[src/rtl/vid_pkg.sv]
// Shared types and helpers for the video output mux: FSM encoding, blank colour, bus slicing.
package vid_pkg;

  typedef enum logic [1:0] {
    ST_LOCKED  = 2'd0,
    ST_PENDING = 2'd1,
    ST_MUTE    = 2'd2
  } vid_state_e;

  localparam logic [15:0] VID_BLANK_DEFAULT = 16'h8080;

  // LSB position of source idx inside a packed multi-source bus.
  function automatic int vid_slice_lsb(input int idx, input int width);
    return idx * width;
  endfunction

endpackage

[src/rtl/vid_frame_watchdog.sv]
// Frame boundary detector on the selected source's vsync plus a saturating
// cycles-since-boundary counter used to force a switch away from a dead source.
module vid_frame_watchdog #(
  parameter int NUM_CH      = 2,
  parameter int SEL_W       = 3,
  parameter int WDOG_CYCLES = 2**22
) (
  input  logic              vid_clk,
  input  logic              vid_rst,
  input  logic [NUM_CH-1:0] i_vsync,
  input  logic [SEL_W-1:0]  i_sel,
  input  logic              i_clr,
  output logic              o_boundary,
  output logic              o_expired
);

  localparam int CNT_W = $clog2(WDOG_CYCLES + 1);

  logic [NUM_CH-1:0] r_vs_d;
  logic [CNT_W-1:0]  r_cnt;
  logic [NUM_CH-1:0] w_rise;
  logic              w_boundary;

  // History is kept per source so a select change never fakes an edge.
  always_comb begin
    w_rise     = i_vsync & ~r_vs_d;
    w_boundary = 1'b0;
    for (int i = 0; i < NUM_CH; i++) begin
      w_boundary = (i_sel == SEL_W'(i)) ? w_rise[i] : w_boundary;
    end
  end

  always_ff @(posedge vid_clk or posedge vid_rst) begin
    if (vid_rst) begin
      r_vs_d <= {NUM_CH{1'b0}};
      r_cnt  <= {CNT_W{1'b0}};
    end else begin
      r_vs_d <= i_vsync;
      if (i_clr || w_boundary) begin
        r_cnt <= {CNT_W{1'b0}};
      end else if (r_cnt != CNT_W'(WDOG_CYCLES)) begin
        r_cnt <= r_cnt + CNT_W'(1);
      end else begin
        r_cnt <= r_cnt;
      end
    end
  end

  assign o_boundary = w_boundary;
  assign o_expired  = (r_cnt >= CNT_W'(WDOG_CYCLES - 1));

endmodule

[src/rtl/vid_output_mux.sv]
// N-source native-video output mux with frame-aligned switching, post-switch mute
// and a vsync-loss watchdog; all outputs registered, one cycle of latency.
module vid_output_mux
  import vid_pkg::*;
#(
  parameter int                NUM_CH      = 2,
  parameter int                DATA_W      = 16,
  parameter int                SEL_W       = 3,
  parameter int                MUTE_FRAMES = 1,
  parameter int                WDOG_CYCLES = 2**22,
  parameter logic [DATA_W-1:0] BLANK_DATA  = DATA_W'(VID_BLANK_DEFAULT)
) (
  input  logic                     vid_clk,
  input  logic                     vid_rst,
  input  logic [NUM_CH-1:0]        vid_in_active_video,
  input  logic [NUM_CH-1:0]        vid_in_hblank,
  input  logic [NUM_CH-1:0]        vid_in_vblank,
  input  logic [NUM_CH-1:0]        vid_in_hsync,
  input  logic [NUM_CH-1:0]        vid_in_vsync,
  input  logic [NUM_CH*DATA_W-1:0] vid_in_data,
  input  logic [SEL_W-1:0]         sel_req,
  input  logic                     force_blank,
  output logic                     vid_out_active_video,
  output logic                     vid_out_hblank,
  output logic                     vid_out_vblank,
  output logic                     vid_out_hsync,
  output logic                     vid_out_vsync,
  output logic [DATA_W-1:0]        vid_out_data,
  output logic [SEL_W-1:0]         sel_active,
  output logic                     switch_pending,
  output logic                     wdog_trip,
  output logic [15:0]              switch_count
);

  localparam int MW = (MUTE_FRAMES > 1) ? $clog2(MUTE_FRAMES + 1) : 1;

  vid_state_e        r_state, w_state_nxt;
  logic [SEL_W-1:0]  r_sel_active, w_sel_nxt;
  logic [MW-1:0]     r_mute_cnt, w_mute_nxt;
  logic [15:0]       r_switch_count;
  logic              r_pending, r_wdog_trip, w_trip_nxt, w_switch;
  logic              w_req_valid, w_req_diff, w_boundary, w_expired, w_blank;
  logic              w_mux_de, w_mux_hb, w_mux_vb, w_mux_hs, w_mux_vs;
  logic [DATA_W-1:0] w_mux_data;
  logic              r_out_de, r_out_hb, r_out_vb, r_out_hs, r_out_vs;
  logic [DATA_W-1:0] r_out_data;

  vid_frame_watchdog #(
    .NUM_CH      (NUM_CH),
    .SEL_W       (SEL_W),
    .WDOG_CYCLES (WDOG_CYCLES)
  ) u_wdog (
    .vid_clk    (vid_clk),
    .vid_rst    (vid_rst),
    .i_vsync    (vid_in_vsync),
    .i_sel      (r_sel_active),
    .i_clr      (w_switch),
    .o_boundary (w_boundary),
    .o_expired  (w_expired)
  );

  assign w_req_valid = ({1'b0, sel_req} < (SEL_W + 1)'(NUM_CH));
  assign w_req_diff  = w_req_valid && (sel_req != r_sel_active);

  always_comb begin
    w_mux_de   = 1'b0;
    w_mux_hb   = 1'b0;
    w_mux_vb   = 1'b0;
    w_mux_hs   = 1'b0;
    w_mux_vs   = 1'b0;
    w_mux_data = {DATA_W{1'b0}};
    for (int i = 0; i < NUM_CH; i++) begin
      if (r_sel_active == SEL_W'(i)) begin
        w_mux_de   = vid_in_active_video[i];
        w_mux_hb   = vid_in_hblank[i];
        w_mux_vb   = vid_in_vblank[i];
        w_mux_hs   = vid_in_hsync[i];
        w_mux_vs   = vid_in_vsync[i];
        w_mux_data = vid_in_data[vid_slice_lsb(i, DATA_W) +: DATA_W];
      end else begin
        w_mux_de = w_mux_de;
      end
    end
  end

  // A boundary wins over a simultaneous watchdog expiry, so no trip is reported then.
  always_comb begin
    w_state_nxt = r_state;
    w_sel_nxt   = r_sel_active;
    w_mute_nxt  = r_mute_cnt;
    w_switch    = 1'b0;
    w_trip_nxt  = 1'b0;
    case (r_state)
      ST_LOCKED: begin
        if (w_req_diff) w_state_nxt = ST_PENDING;
        else            w_state_nxt = ST_LOCKED;
      end
      ST_PENDING: begin
        if (!w_req_diff) begin
          w_state_nxt = ST_LOCKED;
        end else if (w_boundary || w_expired) begin
          w_switch    = 1'b1;
          w_trip_nxt  = !w_boundary;
          w_sel_nxt   = sel_req;
          w_mute_nxt  = {MW{1'b0}};
          w_state_nxt = (MUTE_FRAMES > 0) ? ST_MUTE : ST_LOCKED;
        end else begin
          w_state_nxt = ST_PENDING;
        end
      end
      ST_MUTE: begin
        if (!w_boundary) begin
          w_state_nxt = ST_MUTE;
        end else if (r_mute_cnt >= MW'(MUTE_FRAMES - 1)) begin
          w_mute_nxt  = {MW{1'b0}};
          w_state_nxt = w_req_diff ? ST_PENDING : ST_LOCKED;
        end else begin
          w_mute_nxt  = r_mute_cnt + MW'(1);
        end
      end
      default: w_state_nxt = ST_LOCKED;
    endcase
  end

  always_ff @(posedge vid_clk or posedge vid_rst) begin
    if (vid_rst) begin
      r_state        <= ST_LOCKED;
      r_sel_active   <= {SEL_W{1'b0}};
      r_mute_cnt     <= {MW{1'b0}};
      r_switch_count <= 16'd0;
      r_pending      <= 1'b0;
      r_wdog_trip    <= 1'b0;
    end else begin
      r_state        <= w_state_nxt;
      r_sel_active   <= w_sel_nxt;
      r_mute_cnt     <= w_mute_nxt;
      r_switch_count <= w_switch ? r_switch_count + 16'd1 : r_switch_count;
      r_pending      <= (w_state_nxt == ST_PENDING);
      r_wdog_trip    <= w_trip_nxt;
    end
  end

  // Blanking only touches DE/data; sync and blank flags always follow the source.
  assign w_blank = force_blank || (r_state == ST_MUTE);

  always_ff @(posedge vid_clk or posedge vid_rst) begin
    if (vid_rst) begin
      r_out_de   <= 1'b0;
      r_out_hb   <= 1'b0;
      r_out_vb   <= 1'b0;
      r_out_hs   <= 1'b0;
      r_out_vs   <= 1'b0;
      r_out_data <= {DATA_W{1'b0}};
    end else begin
      r_out_de   <= w_mux_de && !w_blank;
      r_out_hb   <= w_mux_hb;
      r_out_vb   <= w_mux_vb;
      r_out_hs   <= w_mux_hs;
      r_out_vs   <= w_mux_vs;
      r_out_data <= w_blank ? BLANK_DATA : w_mux_data;
    end
  end

  assign vid_out_active_video = r_out_de;
  assign vid_out_hblank       = r_out_hb;
  assign vid_out_vblank       = r_out_vb;
  assign vid_out_hsync        = r_out_hs;
  assign vid_out_vsync        = r_out_vs;
  assign vid_out_data         = r_out_data;
  assign sel_active           = r_sel_active;
  assign switch_pending       = r_pending;
  assign wdog_trip            = r_wdog_trip;
  assign switch_count         = r_switch_count;

endmodule
[config.mk]
export PLATFORM = sky130hd
export DESIGN_NAME = vid_output_mux
export DESIGN_NICKNAME = d
export VERILOG_FILES = /design/src/rtl/vid_pkg.sv /design/src/rtl/vid_frame_watchdog.sv /design/src/rtl/vid_output_mux.sv
export SDC_FILE = /design/constraint.sdc
export NUM_CORES = 1
export LEC_CHECK = 0
export CORE_ASPECT_RATIO = 1.1
export CORE_MARGIN = 4
export CORE_UTILIZATION = 40
export DETAILED_ROUTE_END_ITERATION = 8
export GPL_ROUTABILITY_DRIVEN = 0
export HOLD_SLACK_MARGIN = 0.05
export PLACE_DENSITY = 0.69
export RECOVER_POWER = 50
export SKIP_LAST_GASP = 1
export SLEW_MARGIN = 20
export SYNTH_ARGS = -nofsm -noshare
export SYNTH_HDL_FRONTEND = slang
export SYNTH_SLANG_ARGS = --single-unit
[constraint.sdc]
create_clock -name vid_clk -period 2.6 [get_ports vid_clk]
set_input_delay 0.52 -clock vid_clk [delete_from_list [all_inputs] [get_ports vid_clk]]
set_output_delay 0.52 -clock vid_clk [all_outputs]
set_load 0.1 [all_outputs]
=== Yosys cells after proc, flatten, opt, wreduce, memory -nomap -nowiden ===
Index checks and enable logic that the tools add are counted.

* Equal/unequal tests: 9
* Reduce and logical (&&, ||, !) cells: 13
* Add/subtract/negate cells: 3
* Magnitude comparators: 3
* Mux-type cells: 34
* Bitwise logic cells: 2

{| class="wikitable"
|+ Operator list
! cell !! number
|-
| two-way mux 16 bit || 3
|-
| two-way mux 23 bit || 2
|-
| adder 23 x 1 -> 23 bit (second input constant) || 1
|-
| greater-or-equal comparator 23 x 22 -> 1 bit (second input constant) || 1
|-
| two-way mux 1 bit || 23
|-
| != test 23 bit (second input constant) || 1
|-
| adder 16 x 1 -> 16 bit (second input constant) || 1
|-
| two-way mux 2 bit || 4
|-
| one-hot mux 2 bit (3 select lines) || 1
|-
| equality test 2 x 1 -> 1 bit (second input constant) || 2
|-
| != test 2 bit (second input constant) || 2
|-
| AND reduction 4 bit || 1
|-
| nonzero test 2 bit || 2
|-
| equality test 3 x 1 -> 1 bit (second input constant) || 1
|-
| zero test 3 bit || 1
|-
| logical OR 1 bit || 3
|-
| < comparator 3 x 2 -> 1 bit (second input constant) || 1
|-
| != test 3 bit || 1
|-
| AND reduction 3 bit || 1
|-
| AND 2 bit || 1
|-
| equality test 2 bit (second input constant) || 1
|-
| logical AND 1 bit || 2
|-
| zero test 1 bit || 2
|-
| zero test 2 bit || 1
|-
| other kinds (5) || 5
|}

* Output and inout bits: 42
* Flip-flop bits (word level): 70

=== Longest topological paths before layout ===
Gate-level depths: netlist of the first run.

* Depth in word-level cells: 10
* Mapped depth: 8

=== By module ===
From an unflattened synthesis of the first run, not the netlist that was laid out.

* Cell total of the unflattened synthesis: 301
* Area total of the unflattened synthesis: 3210.6 µm²

{| class="wikitable"
|+ Modules (own cells, without submodules)
! module !! area an instance (µm²) !! cells each !! instances
|-
| vid_output_mux || 1828.0 || 151 || 1
|-
| vid_frame_watchdog || 1382.6 || 150 || 1
|}

=== Worst setup path before layout of the first run ===
OpenSTA, ideal clock, no wires.

* Path kind: register to register
* Start point: reg r_sel_active[0] (netlist: sel_active[0])
* End point: reg r_switch_count[15] (netlist: switch_count[15])
* Path slack: 128 ps
* Arrival: 2314 ps
* Data required time: 2442 ps
* Clock period less this slack: 2472 ps
* Path buffers: 1
* Cell stages (with the launch flop): 7
* Path through: dfrtp_1 or4bb_1 o221ai_2 a31oi_4 buf_6 nand4b_1 xnor2_1

* Cells in the longest elaborated chain, start to end: 7

{| class="wikitable"
|+ Ends and longest elaborated chain
! element !! line !! source
|-
| start: declaration || vid_output_mux.sv:38 || <nowiki>logic [SEL_W-1:0] r_sel_active, w_sel_nxt;</nowiki>
|-
| start signal: assignment || vid_output_mux.sv:128 || <nowiki>r_sel_active <= {SEL_W{1'b0}};</nowiki>
|-
| start signal: assignment || vid_output_mux.sv:135 || <nowiki>r_sel_active <= w_sel_nxt;</nowiki>
|-
| zero test 3 bit || vid_frame_watchdog.sv:29 || <nowiki>w_boundary = (i_sel == SEL_W'(i)) ? w_rise[i] : w_boundary;</nowiki>
|-
| two-way mux 1 bit (2 in series) || vid_frame_watchdog.sv:29 ||
|-
| logical OR 1 bit || vid_output_mux.sv:101 || <nowiki>end else if (w_boundary || w_expired) begin</nowiki>
|-
| two-way mux 1 bit || vid_output_mux.sv:101 ||
|-
| two-way mux 1 bit * || vid_output_mux.sv:99 || <nowiki>if (!w_req_diff) begin</nowiki>
|-
| two-way mux 1 bit * || vid_output_mux.sv:93 || <nowiki>case (r_state)</nowiki>
|-
| end signal: assignment || vid_output_mux.sv:137 || <nowiki>r_switch_count <= w_switch ? r_switch_count + 16'd1 : r_switch_count;</nowiki>
|-
| end: declaration || vid_output_mux.sv:40 || <nowiki>logic [15:0] r_switch_count;</nowiki>
|}

Every way passes the cells marked *; elsewhere a longest branch is shown, timed or not.
A chain may end at the register's enable or synchronous reset.

=== Worst setup path in the final report of the first run ===
* Start point: in vid_in_vsync[1]
* End point: reg r_switch_count[5] (netlist: switch_count[5])

* Cells in the longest elaborated chain, start to end: 6

{| class="wikitable"
|+ Ends and longest elaborated chain
! element !! line !! source
|-
| start: declaration || vid_output_mux.sv:19 || <nowiki>input logic [NUM_CH-1:0] vid_in_vsync,</nowiki>
|-
| AND 2 bit || vid_frame_watchdog.sv:26 || <nowiki>w_rise = i_vsync & ~r_vs_d;</nowiki>
|-
| two-way mux 1 bit || vid_frame_watchdog.sv:29 ||
|-
| logical OR 1 bit || vid_output_mux.sv:101 ||
|-
| two-way mux 1 bit || vid_output_mux.sv:101 ||
|-
| two-way mux 1 bit || vid_output_mux.sv:99 ||
|-
| two-way mux 1 bit || vid_output_mux.sv:93 ||
|}

No other way between the ends.

==> results of run 1 <==
## power breakdown
part	internal (mW)	switching [mW]
Combinational	0.176	0.399
Sequential	1.13	0.0507
Clock	0.443	0.369
Total	1.75	0.819
## cells in the mapped netlist, types with 2 or more instances
cell | count | area, µm²
or4_1 | 2 | 15.0
nor3b_1 | 2 | 15.0
nor4_1 | 5 | 31.3
and3_1 | 3 | 18.8
nand2_1 | 16 | 60.1
a221o_1 | 2 | 20.0
and4_1 | 2 | 17.5
inv_1 | 5 | 18.8
nand3_1 | 13 | 65.1
xnor2_1 | 8 | 70.1
clkbuf_1 | 6 | 22.5
nor4_2 | 5 | 62.6
a22oi_1 | 16 | 120
nor3_2 | 4 | 40.0
ha_1 | 3 | 37.5
mux2_1 | 2 | 22.5
dfrtp_1 | 69 | 1730
nor3b_2 | 2 | 25.0
nand4_1 | 9 | 56.3
nor2_1 | 48 | 180
xor2_1 | 30 | 263
a22o_1 | 3 | 26.3
and2_1 | 3 | 18.8
nor3_1 | 5 | 25.0
buf_2 | 5 | 25.0
## layout make-up
type | count | area [µm²] | share of cell area [%]
Clock inverter | 4 | 48.8 | 1.15
Inverter | 5 | 18.8 | 0.443
Timing Repair Buffer | 95 | 788 | 18.6
Clock buffer | 12 | 135 | 3.19
Multi-Input combinational cell | 202 | 1390 | 32.8
Sequential cell | 69 | 1730 | 40.7
Tap cell | 105 | 131 | 3.10
## worst max path at each step
stage | start | to | slack (ns) | cells after the start
finish | vid_in_vsync[1] | switch_count[5] | 0.28 | 7
CTS | vid_in_vsync[1] | switch_count[10] | 0.33 | 7
floorplan | sel_active[0] | switch_count[15] | 0.13 | 6
global route | vid_in_vsync[1] | switch_count[5] | 0.18 | 7
global placement | vid_in_vsync[1] | switch_count[10] | 0.06 | 7
detailed placement | vid_in_vsync[1] | switch_count[5] | -0.03 | 7
## cells by family after synthesis
family	after synthesis	synth area share (%)
adders and majority gates	3	1.18
muxes	3	1.03
xor gates and xnor gates	38	10.5
AOI/OAI and AO/OA	31	8.24
and+or+nand+nor	127	22.2
DFF	69	54.4
buffers and inverters	17	2.45
## layer usage
layer / up-vias / share of wire, % / wire length [µm]
met5: - / 0 / 0
met4: 0 / 1.2 / 77
li1: 1205 / - / -
met2: 73 / 49 / 3200
met1: 1161 / 42 / 2740
met3: 5 / 8.7 / 573
## state kept, by name (all words and copies together), names as in the netlist
name and cells:
switch_pending 1, vid_out_vblank 1, vid_out_data 16, vid_out_hblank 1
vid_out_vsync 1, sel_active 3, r_state 2, wdog_trip 1
u_wdog.r_cnt 23, u_wdog.r_vs_d 2, vid_out_hsync 1, vid_out_active_video 1
switch_count 16
## metrics by stage
step | setup TNS [ns] | hold WS [ns] | std cells | utilization, % | worst slack, ns
after floorplan | 0 | 0.459 | 288 | - | 0.128
after global placement | 0 | 0.472 | 476 | 54.4 | 0.0591
after detailed placement | -0.0514 | 0.469 | 476 | 54.4 | -0.0338
after CTS | 0 | 0.479 | 492 | 56.8 | 0.332
after global routing | 0 | 0.500 | 492 | 55.8 | 0.180
final | 0 | 0.473 | 492 | 55.8 | 0.278
==> run_results.csv, run 1 <==
group,metric,value,unit
floorplan,start_util,41.7,%
floorplan,die_area,9420,µm²
global_route,antenna_found_initial,0,
sta,slew_viol_final,0,
sta,fin_skew,0.00898,ns
floorplan,core-area,7600,µm²
worst_setup_path,critical_path.n_buffers_inverters,2,
clocking,insertion_delay,0.33,ns
worst_setup_path,r2r_cells,6,
logic_synthesis,syn_inst,288,
clocking,cts-root-buf,"clkbuf_8",
detailed_routing,viasPerCell,4.97,
logic_synthesis,synthArstFlopShare,100,%
logic_synthesis,avgSynthCellArea,11.0,µm²
logic_synthesis,yosysWarnings,0,
logic_synthesis,synth-main-ff-cell,"dfrtp_1",
worst_setup_path,critPathLaunchType,"primary input",
clocking,numClockSinks,69,
sta,tightest_slew,1.19,ns
global_route,grtUsageMet1,17.9,%
clocking,clock_tree.buffer_depth,2,
clocking,postCtsSetupBuffers,0,
clocking,clk_pin_slew_worst_paths,0.07,ns
logic_synthesis,netlist_area,3170,µm²
detailed_routing,wl_per_cell,13.4,µm
floorplan,die_w,92.9,µm
worst_setup_path,r2r-start,"sel_active[2]",
detailed_routing,vias,2444,
clocking,cts_made_buffers,9,
finish,syn_to_final_growth,33.7,%
sta,max_freq,431,MHz
sta,period_needed,2.32,ns
placed_design,dp_hpwl,5080,µm
power,total_leakage_power,1.92,nW
worst_hold_path,holdPathEnd,"switch_count[15]",
worst_setup_path,crit_type,"in2reg",
finish,n_antenna_cell,0,
worst_hold_path,hold-path-cell-count,1,
global_route,met2_usage,24.3,%
floorplan,rows,33,
global_route,use_met3,5.27,%
worst_setup_path,cpPeakStageDelay,0.54,ns
finish,final_common_cell,"dfrtp_1",
finish,fill_cells,726,
worst_setup_path,arrival,2.58,ns
sta,rsz0062_at_grt,"no",
finish,nets,433,
finish,mostFrequentLayoutCells,"69 x dfrtp_1, 48 x nor2_1, 44 x clkdlybuf4s50_1, 30 x xor2_1, 27 x buf_4",
worst_setup_path,crit_family,"simple AND/OR/NAND/NOR gates",
worst_setup_path,endpoint_kind,"flop",
clocking,cts_resized,0,
detailed_routing,wirelength,6590,µm
placed_design,detailed_place.area,4130,µm²
floorplan,io_pins,90,
finish,drive_above_1_share,15.2,%
placed_design,numPortBuffers,89,
logic_synthesis,synth_cell_type_count,45,
detailed_routing,first_pass_iters,4,
detailed_routing,first_iter_violations,83,
worst_setup_path,path_cells,"dlygate4sd3_1, or4bb_1, o221ai_2, a31oi_4, buf_12, nor4_2, xor2_1",
power,cellPowerDensity,606,nW/µm²
sta,min_period_over_period,89.3,%
worst_hold_path,min_path_type,"reg2reg",
finish,post-route-cell-area,4240,µm²
global_route,grt_usage,14.9,%
worst_setup_path,worst_r2r_endpoint,"switch_count[5]",
sta,hold_violations,0,
clocking,htreeDepth,3,
logic_synthesis,synth_edf_count,0,
clocking,cts_hold_buf,0,
global_route,grt_pass1_wl,11300,µm
flow_run,max-cap-violations,0,
sta,setup_viol,0,
floorplan,die_h,101,µm
power,irDropWorstVdd,0.292,mV
logic_synthesis,ys_seq_area_share,54.4,%
sta,slew-limit-headroom,21.0,%
logic_synthesis,synthesis.nets,339,
worst_setup_path,cp.required,2.86,ns
worst_setup_path,rrSetupSlack,0.44,ns
global_route,busiest_layer,"met2",
detailed_routing,drcViolationCount,0,
clocking,tritoncts,"yes",
status,outcome,"finished clean",
global_route,grt_max_degree,52,
global_route,grt_pass1_vias,2500,
worst_setup_path,cp_slowest_cell,"dlygate4sd3_1",
worst_setup_path,cp_max_fo,14,
detailed_routing,ant_nets,0,
worst_hold_path,min-delay-start,"switch_count[15]",
logic_synthesis,synth_seq_cells,69,
power,p_total,2.57,mW
global_route,grt.overflow.total,0,
(Power assumes the default switching activity.)
==> inputs of run 2 (changes only) <==
SYNTH_HIERARCHICAL = 1   (was not set)
==> run_results.csv, run 2 <==
group,metric,value,unit
logic_synthesis,synth_seq_cells,69,
sta,tightest_slew,1.39,ns
finish,nets,450,
finish,n_antenna_cell,0,
worst_setup_path,crit_type,"reg2reg",
floorplan,die_w,93.4,µm
floorplan,core-area,7870,µm²
finish,utilization,54.9,%
sta,rsz0062_at_grt,"no",
clocking,cts-root-buf,"clkbuf_8",
sta,slew-limit-headroom,7.48,%
clocking,cts_resized,0,
status,outcome,"finished clean",
sta,setup_viol,0,
placed_design,numPortBuffers,89,
clocking,numClockSinks,69,
worst_setup_path,worst_r2r_endpoint,"u_wdog/r_cnt[2]",
clocking,tritoncts,"yes",
detailed_routing,viasPerCell,5.21,
finish,final_common_cell,"dfrtp_1",
worst_setup_path,cp_num_cells,8,
detailed_routing,first_iter_violations,77,
logic_synthesis,synthAdderAreaFrac,1.17,%
clocking,cts_hold_buf,0,
finish,syn_to_final_growth,34.6,%
sta,fin_tns_setup,0,ns
worst_setup_path,r2r-start,"u_wdog/r_cnt[0]",
logic_synthesis,synth_top_area_cell,"dfrtp_1",
detailed_routing,drcViolationCount,0,
sta,fin_skew,0.0131,ns
floorplan,die_area,9530,µm²
finish,fill_cells,701,
power,cellPowerDensity,621,nW/µm²
worst_setup_path,critical_path.n_buffers_inverters,0,
sta,max_freq,422,MHz
worst_setup_path,crit_start,"u_wdog/r_cnt[0]",
flow_run,max-cap-violations,0,
global_route,grt.overflow.total,0,
logic_synthesis,ys_seq_area_share,53.8,%
finish,regMostFlops,"u_wdog/r_cnt",
power,irDropWorstVdd,0.310,mV
detailed_routing,first_pass_iters,4,
logic_synthesis,netlist_area,3210,µm²
detailed_routing,ant_nets,0,
detailed_routing,vias,2667,
finish,mostFrequentLayoutCells,"68 x dfrtp_1, 44 x clkdlybuf4s50_1, 35 x buf_4, 30 x nor2_1",
worst_setup_path,critPathLaunchType,"flop",
global_route,antenna_found_initial,0,
worst_setup_path,path_cells,"ha_1, and4_2, o211ai_1, o21bai_1, or2_2, o311a_2, or3b_2, mux2i_1",
logic_synthesis,synth.mux.area_fraction,1.13,%
worst_setup_path,endpoint_kind,"flop",
worst_hold_path,hold-path-cell-count,1,
floorplan,die_h,102,µm
clocking,cts_made_buffers,9,
worst_setup_path,cp-endpoint,"u_wdog/r_cnt[2]",
logic_synthesis,ys_top_cells_by_count,"69 x dfrtp_1, 30 x nor2_1, 19 x nand4_1",
logic_synthesis,synth_simple_gate_area_share,21.7,%
clocking,postCtsSetupBuffers,0,
floorplan,io_pins,90,
worst_setup_path,crit_family,"simple AND/OR/NAND/NOR gates",
global_route,grt_pass1_vias,2612,
logic_synthesis,yosysMostFrequentCell,"dfrtp_1",
worst_hold_path,min_path_type,"reg2reg",
logic_synthesis,synth_top_area_share,53.8,%
logic_synthesis,synth_compound_area_share,11.3,%
logic_synthesis,synth-main-ff-cell,"dfrtp_1",
worst_setup_path,cpPeakStageDelay,0.45,ns
clocking,clk_pin_slew_worst_paths,0.07,ns
logic_synthesis,synth_cell_type_count,44,
worst_setup_path,arrival,2.64,ns
global_route,grt_usage,16.9,%
sta,min_period_over_period,91.2,%
placed_design,dp_hpwl,5550,µm
global_route,grt_pass1_wl,12500,µm
logic_synthesis,syn_inst,301,
sta,period_needed,2.37,ns
floorplan,start_util,40.8,%
detailed_routing,wl_per_cell,14.8,µm
clocking,clock_tree.buffer_depth,2,
sta,slew_viol_final,0,
logic_synthesis,synthesis.nets,352,
logic_synthesis,yosysWarnings,6,
detailed_routing,wirelength,7570,µm
worst_setup_path,cp_slowest_cell,"or3b_2",
logic_synthesis,synth_xor_area_share,7.37,%
logic_synthesis,avgSynthCellArea,10.7,µm²
logic_synthesis,synth_top_family_by_area,"simple AND/OR/NAND/NOR gates",
worst_setup_path,r2r_cells,8,
finish,largest_reg_flops,23,
clocking,insertion_delay,0.35,ns
logic_synthesis,synthTopCellsByArea,"dfrtp_1 54%, xnor2_1 4.6%, nand4_1 3.7%",
worst_setup_path,rrSetupSlack,0.23,ns
sta,hold_violations,0,
global_route,grt_max_degree,26,
worst_setup_path,cp_max_fo,5,
power,total_leakage_power,1.92,nW
clocking,htreeDepth,3,
logic_synthesis,synth_edf_count,0,
worst_setup_path,cp.required,2.87,ns
floorplan,rows,34,
logic_synthesis,synthArstFlopShare,100,%
finish,drive_above_1_share,15.3,%
-- run 2: metal layers --
layer  global-route usage [%]  vias up  wire length [µm]
met4                     8.79        0               157
met3                     5.67       11               550
met5                        0        -                 0
li1                         -     1294                 -
met1                     21.0     1296              3280
met2                     26.3       66              3590
-- run 2: cell families (layout without fill, tap and decap cells) --
kind of cell,Yosys count,in the layout
buffers and inverters,24,127
multiplexers,3,3
flip-flops,69,69
AND/OR/NAND/NOR,122,122
AO/OA/AOI/OAI,53,53
adder cells (fa/ha/maj),3,3
XOR/XNOR,27,27
-- run 2: report_power, final --
| group | total (mW) | leakage (nW) | internal (mW) | switching [mW] |
|---|---|---|---|---|
| clock network | 0.984 | 0.112 | 0.564 | 0.420 |
| registers | 1.17 | 0.919 | 1.13 | 0.0394 |
| logic | 0.534 | 0.884 | 0.175 | 0.359 |
| total | 2.68 | 1.92 | 1.87 | 0.818 |
-- run 2: area by class of cell --
cell class | instances | area, µm² | share of cell area [%]
Sequential cell | 69 | 1730 | 40.0
Multi-Input combinational cell | 208 | 1380 | 31.8
Timing Repair Buffer | 102 | 825 | 19.1
Clock buffer | 10 | 138 | 3.18
Tap cell | 108 | 135 | 3.13
Clock inverter | 6 | 86.3 | 2.00
Inverter | 9 | 33.8 | 0.782
-- run 2: stage by stage --
stage                     cell area [µm²]  power [mW]  setup slack, ns  cells  hold WS [ns]
after floorplan                      3210        1.55           0.0248    301         0.496
after global placement               4190        1.74           0.0712    496         0.464
after CTS                            4410        2.74            0.227    512         0.482
after detailed placement             4190        1.75           0.0297    496         0.465
final                                4320        2.68            0.228    512         0.476
after global routing                 4320        2.81            0.150    512         0.501
-- run 2: worst min path at each step --
stage	start	endpoint	slack, ns
floorplan	r_state[0]	r_state[1]	0.50
global placement	switch_count[15]	switch_count[15]	0.46
detailed placement	switch_count[15]	switch_count[15]	0.47
CTS	switch_count[15]	switch_count[15]	0.48
global route	switch_count[15]	switch_count[15]	0.50
finish	switch_count[15]	switch_count[15]	0.48
==> inputs of run 3 (changes only) <==
ABC_AREA = 1   (was not set)
MAX_ROUTING_LAYER = met4   (was not set)
PLACE_DENSITY = 0.67   (was 0.69)
==> run_results.csv, run 3 <==
group,metric,value,unit
finish,nets,631,
sta,slew_viol_final,0,
logic_synthesis,syn_inst,482,
worst_setup_path,rrSetupSlack,0.38,ns
worst_setup_path,arrival,2.44,ns
clocking,cts_resized,0,
finish,n_antenna_cell,0,
status,outcome,"finished clean",
clocking,clock_tree.buffer_depth,2,
placed_design,dp_hpwl,7000,µm
detailed_routing,ant_nets,0,
clocking,cts-root-buf,"clkbuf_8",
flow_run,max-cap-violations,0,
logic_synthesis,synthTopCellsByArea,"dfrtp_1 46%, nand2_1 15%, nor2_1 6.0%",
sta,hold_slack,0.462,ns
logic_synthesis,synth_top_area_share,45.8,%
global_route,antenna_found_initial,0,
worst_setup_path,path_cells,"ha_1, inv_1, nor2_4, nand2_4, nor2_4, nand3_1, nand3_1, inv_1, nand2_1, inv_1, nor2_4, nand3b_1, buf_4, nor3_1",
worst_setup_path,crit_start,"u_wdog/r_cnt[1]",
clocking,numClockSinks,69,
detailed_routing,wirelength,9050,µm
finish,mostFrequentLayoutCells,"147 x nand2_1, 69 x dfrtp_1, 61 x nor2_1, 50 x inv_1, 44 x clkdlybuf4s50_1",
finish,fill_cells,866,
floorplan,die_w,101,µm
logic_synthesis,synth_top_area_cell,"dfrtp_1",
logic_synthesis,ys_seq_area_share,45.8,%
detailed_routing,first_iter_violations,106,
logic_synthesis,yosysWarnings,6,
sta,fin_skew,0.0151,ns
sta,slew-limit-headroom,6.93,%
power,cellPowerDensity,696,nW/µm²
finish,drive_above_1_share,14.5,%
worst_setup_path,cp_slowest_cell,"dfrtp_1",
floorplan,rows,36,
logic_synthesis,synth_seq_cells,69,
sta,rsz0062_at_grt,"no",
sta,fin_tns_setup,0,ns
floorplan,start_util,41.9,%
floorplan,die_h,110,µm
clocking,htreeDepth,3,
sta,tightest_slew,1.40,ns
worst_setup_path,worst_r2r_endpoint,"u_wdog/r_cnt[8]",
worst_hold_path,min_path_type,"reg2reg",
global_route,grt_pass1_vias,3261,
worst_setup_path,cp-endpoint,"u_wdog/r_cnt[8]",
clocking,insertion_delay,0.35,ns
power,irDropWorstVdd,0.404,mV
clocking,cts_hold_buf,0,
clocking,cts_made_buffers,9,
worst_setup_path,cp.required,2.82,ns
logic_synthesis,ys_top_cells_by_count,"147 x nand2_1, 69 x dfrtp_1, 60 x nor2_1",
global_route,grt_max_degree,26,
logic_synthesis,synth_cell_type_count,29,
worst_setup_path,cpPeakStageDelay,0.42,ns
detailed_routing,viasPerCell,4.79,
finish,final_common_cell,"nand2_1",
clocking,tritoncts,"yes",
sta,period_needed,2.22,ns
global_route,grt_pass1_wl,15300,µm
logic_synthesis,synth-main-ff-cell,"dfrtp_1",
detailed_routing,first_pass_iters,4,
worst_setup_path,critPathLaunchType,"flop",
floorplan,die_area,11000,µm²
worst_setup_path,r2r_cells,14,
global_route,grt_usage,18.1,%
worst_setup_path,r2r-start,"u_wdog/r_cnt[1]",
floorplan,core-area,9010,µm²
finish,largest_reg_flops,23,
logic_synthesis,yosysMostFrequentCell,"nand2_1",
worst_setup_path,endpoint_kind,"flop",
placed_design,numPortBuffers,89,
detailed_routing,vias,3349,
logic_synthesis,synth_edf_count,0,
sta,max_freq,450,MHz
logic_synthesis,synthArstFlopShare,100,%
sta,setup_viol,0,
global_route,grt.overflow.total,0,
finish,syn_to_final_growth,29.6,%
clocking,clk_pin_slew_worst_paths,0.07,ns
sta,min_period_over_period,85.4,%
power,total_leakage_power,2.29,nW
logic_synthesis,avgSynthCellArea,7.82,µm²
finish,regArea,1730,µm²
detailed_routing,drcViolationCount,0,
floorplan,io_pins,90,
detailed_routing,wl_per_cell,12.9,µm
finish,regMostFlops,"u_wdog/r_cnt",
clocking,postCtsSetupBuffers,0,
worst_setup_path,cp_max_fo,11,
worst_setup_path,crit_type,"reg2reg",
sta,hold_violations,0,
finish,multi_input_area,1770,µm²
logic_synthesis,netlist_area,3770,µm²
logic_synthesis,synthesis.nets,533,
## run 3: metrics by stage
step	instance area [µm²]	instances	utilization (%)	power, mW	setup slack [ns]
global route	4890	699	54.3	3.56	0.204
floorplan	3770	482	-	1.93	0.123
CTS	4970	699	55.2	3.47	0.360
finish	4890	699	54.3	3.40	0.379
global placement	4680	683	51.9	2.17	0.242
detailed placement	4680	683	51.9	2.18	0.163
## run 3: worst min path at each step
stage / from / endpoint / slack (ns) / cells past startpoint
floorplan: r_state[0] / r_state[1] / 0.44 / 1
global placement: r_state[0] / r_state[1] / 0.45 / 1
detailed placement: r_state[0] / r_state[1] / 0.46 / 1
CTS: r_state[0] / r_state[1] / 0.46 / 1
global route: r_state[0] / r_state[1] / 0.50 / 1
finish: r_state[0] / r_state[1] / 0.46 / 1
## run 3: area by class of cell
cell class	instances	area share [%]
multi-input combinational	353	36.3
sequential	69	35.3
timing repair buffer	96	15.5
inverter	51	3.92
clock inverter	6	3.23
tap	114	2.92
clock buffer	10	2.82
## run 3: logic make-up after synthesis
family	after synthesis	share of synthesized area, %
xor+xnor	14	3.25
flops	69	45.8
fa+ha+maj	3	0.995
buf+inv	60	7.03
compound gates	46	7.07
simple gates	290	35.9
## run 3: where the power goes
group	internal, mW	leakage [nW]	total [mW]	switching (mW)
registers	1.15	0.887	1.25	0.0911
clock network	0.858	0.143	1.27	0.415
logic	0.225	1.26	0.883	0.658
total	2.24	2.29	3.40	1.16
## run 3: per-layer routing
layer  wire [µm]  track usage, %  vias up
li1            -               -     1713
met1        3830            21.8     1554
met5           0               -        -
met4         114            6.83        0
met2        4680            30.2       74
met3         419            3.36        8
## run 3: critical path, delay by kind of cell, from the launching register on
kind / cells / cell delay [ns]
fa+ha+maj: 1 / 0.19
buf+inv: 4 / 0.43
flops: 1 / 0.42
simple gates: 9 / 1.05
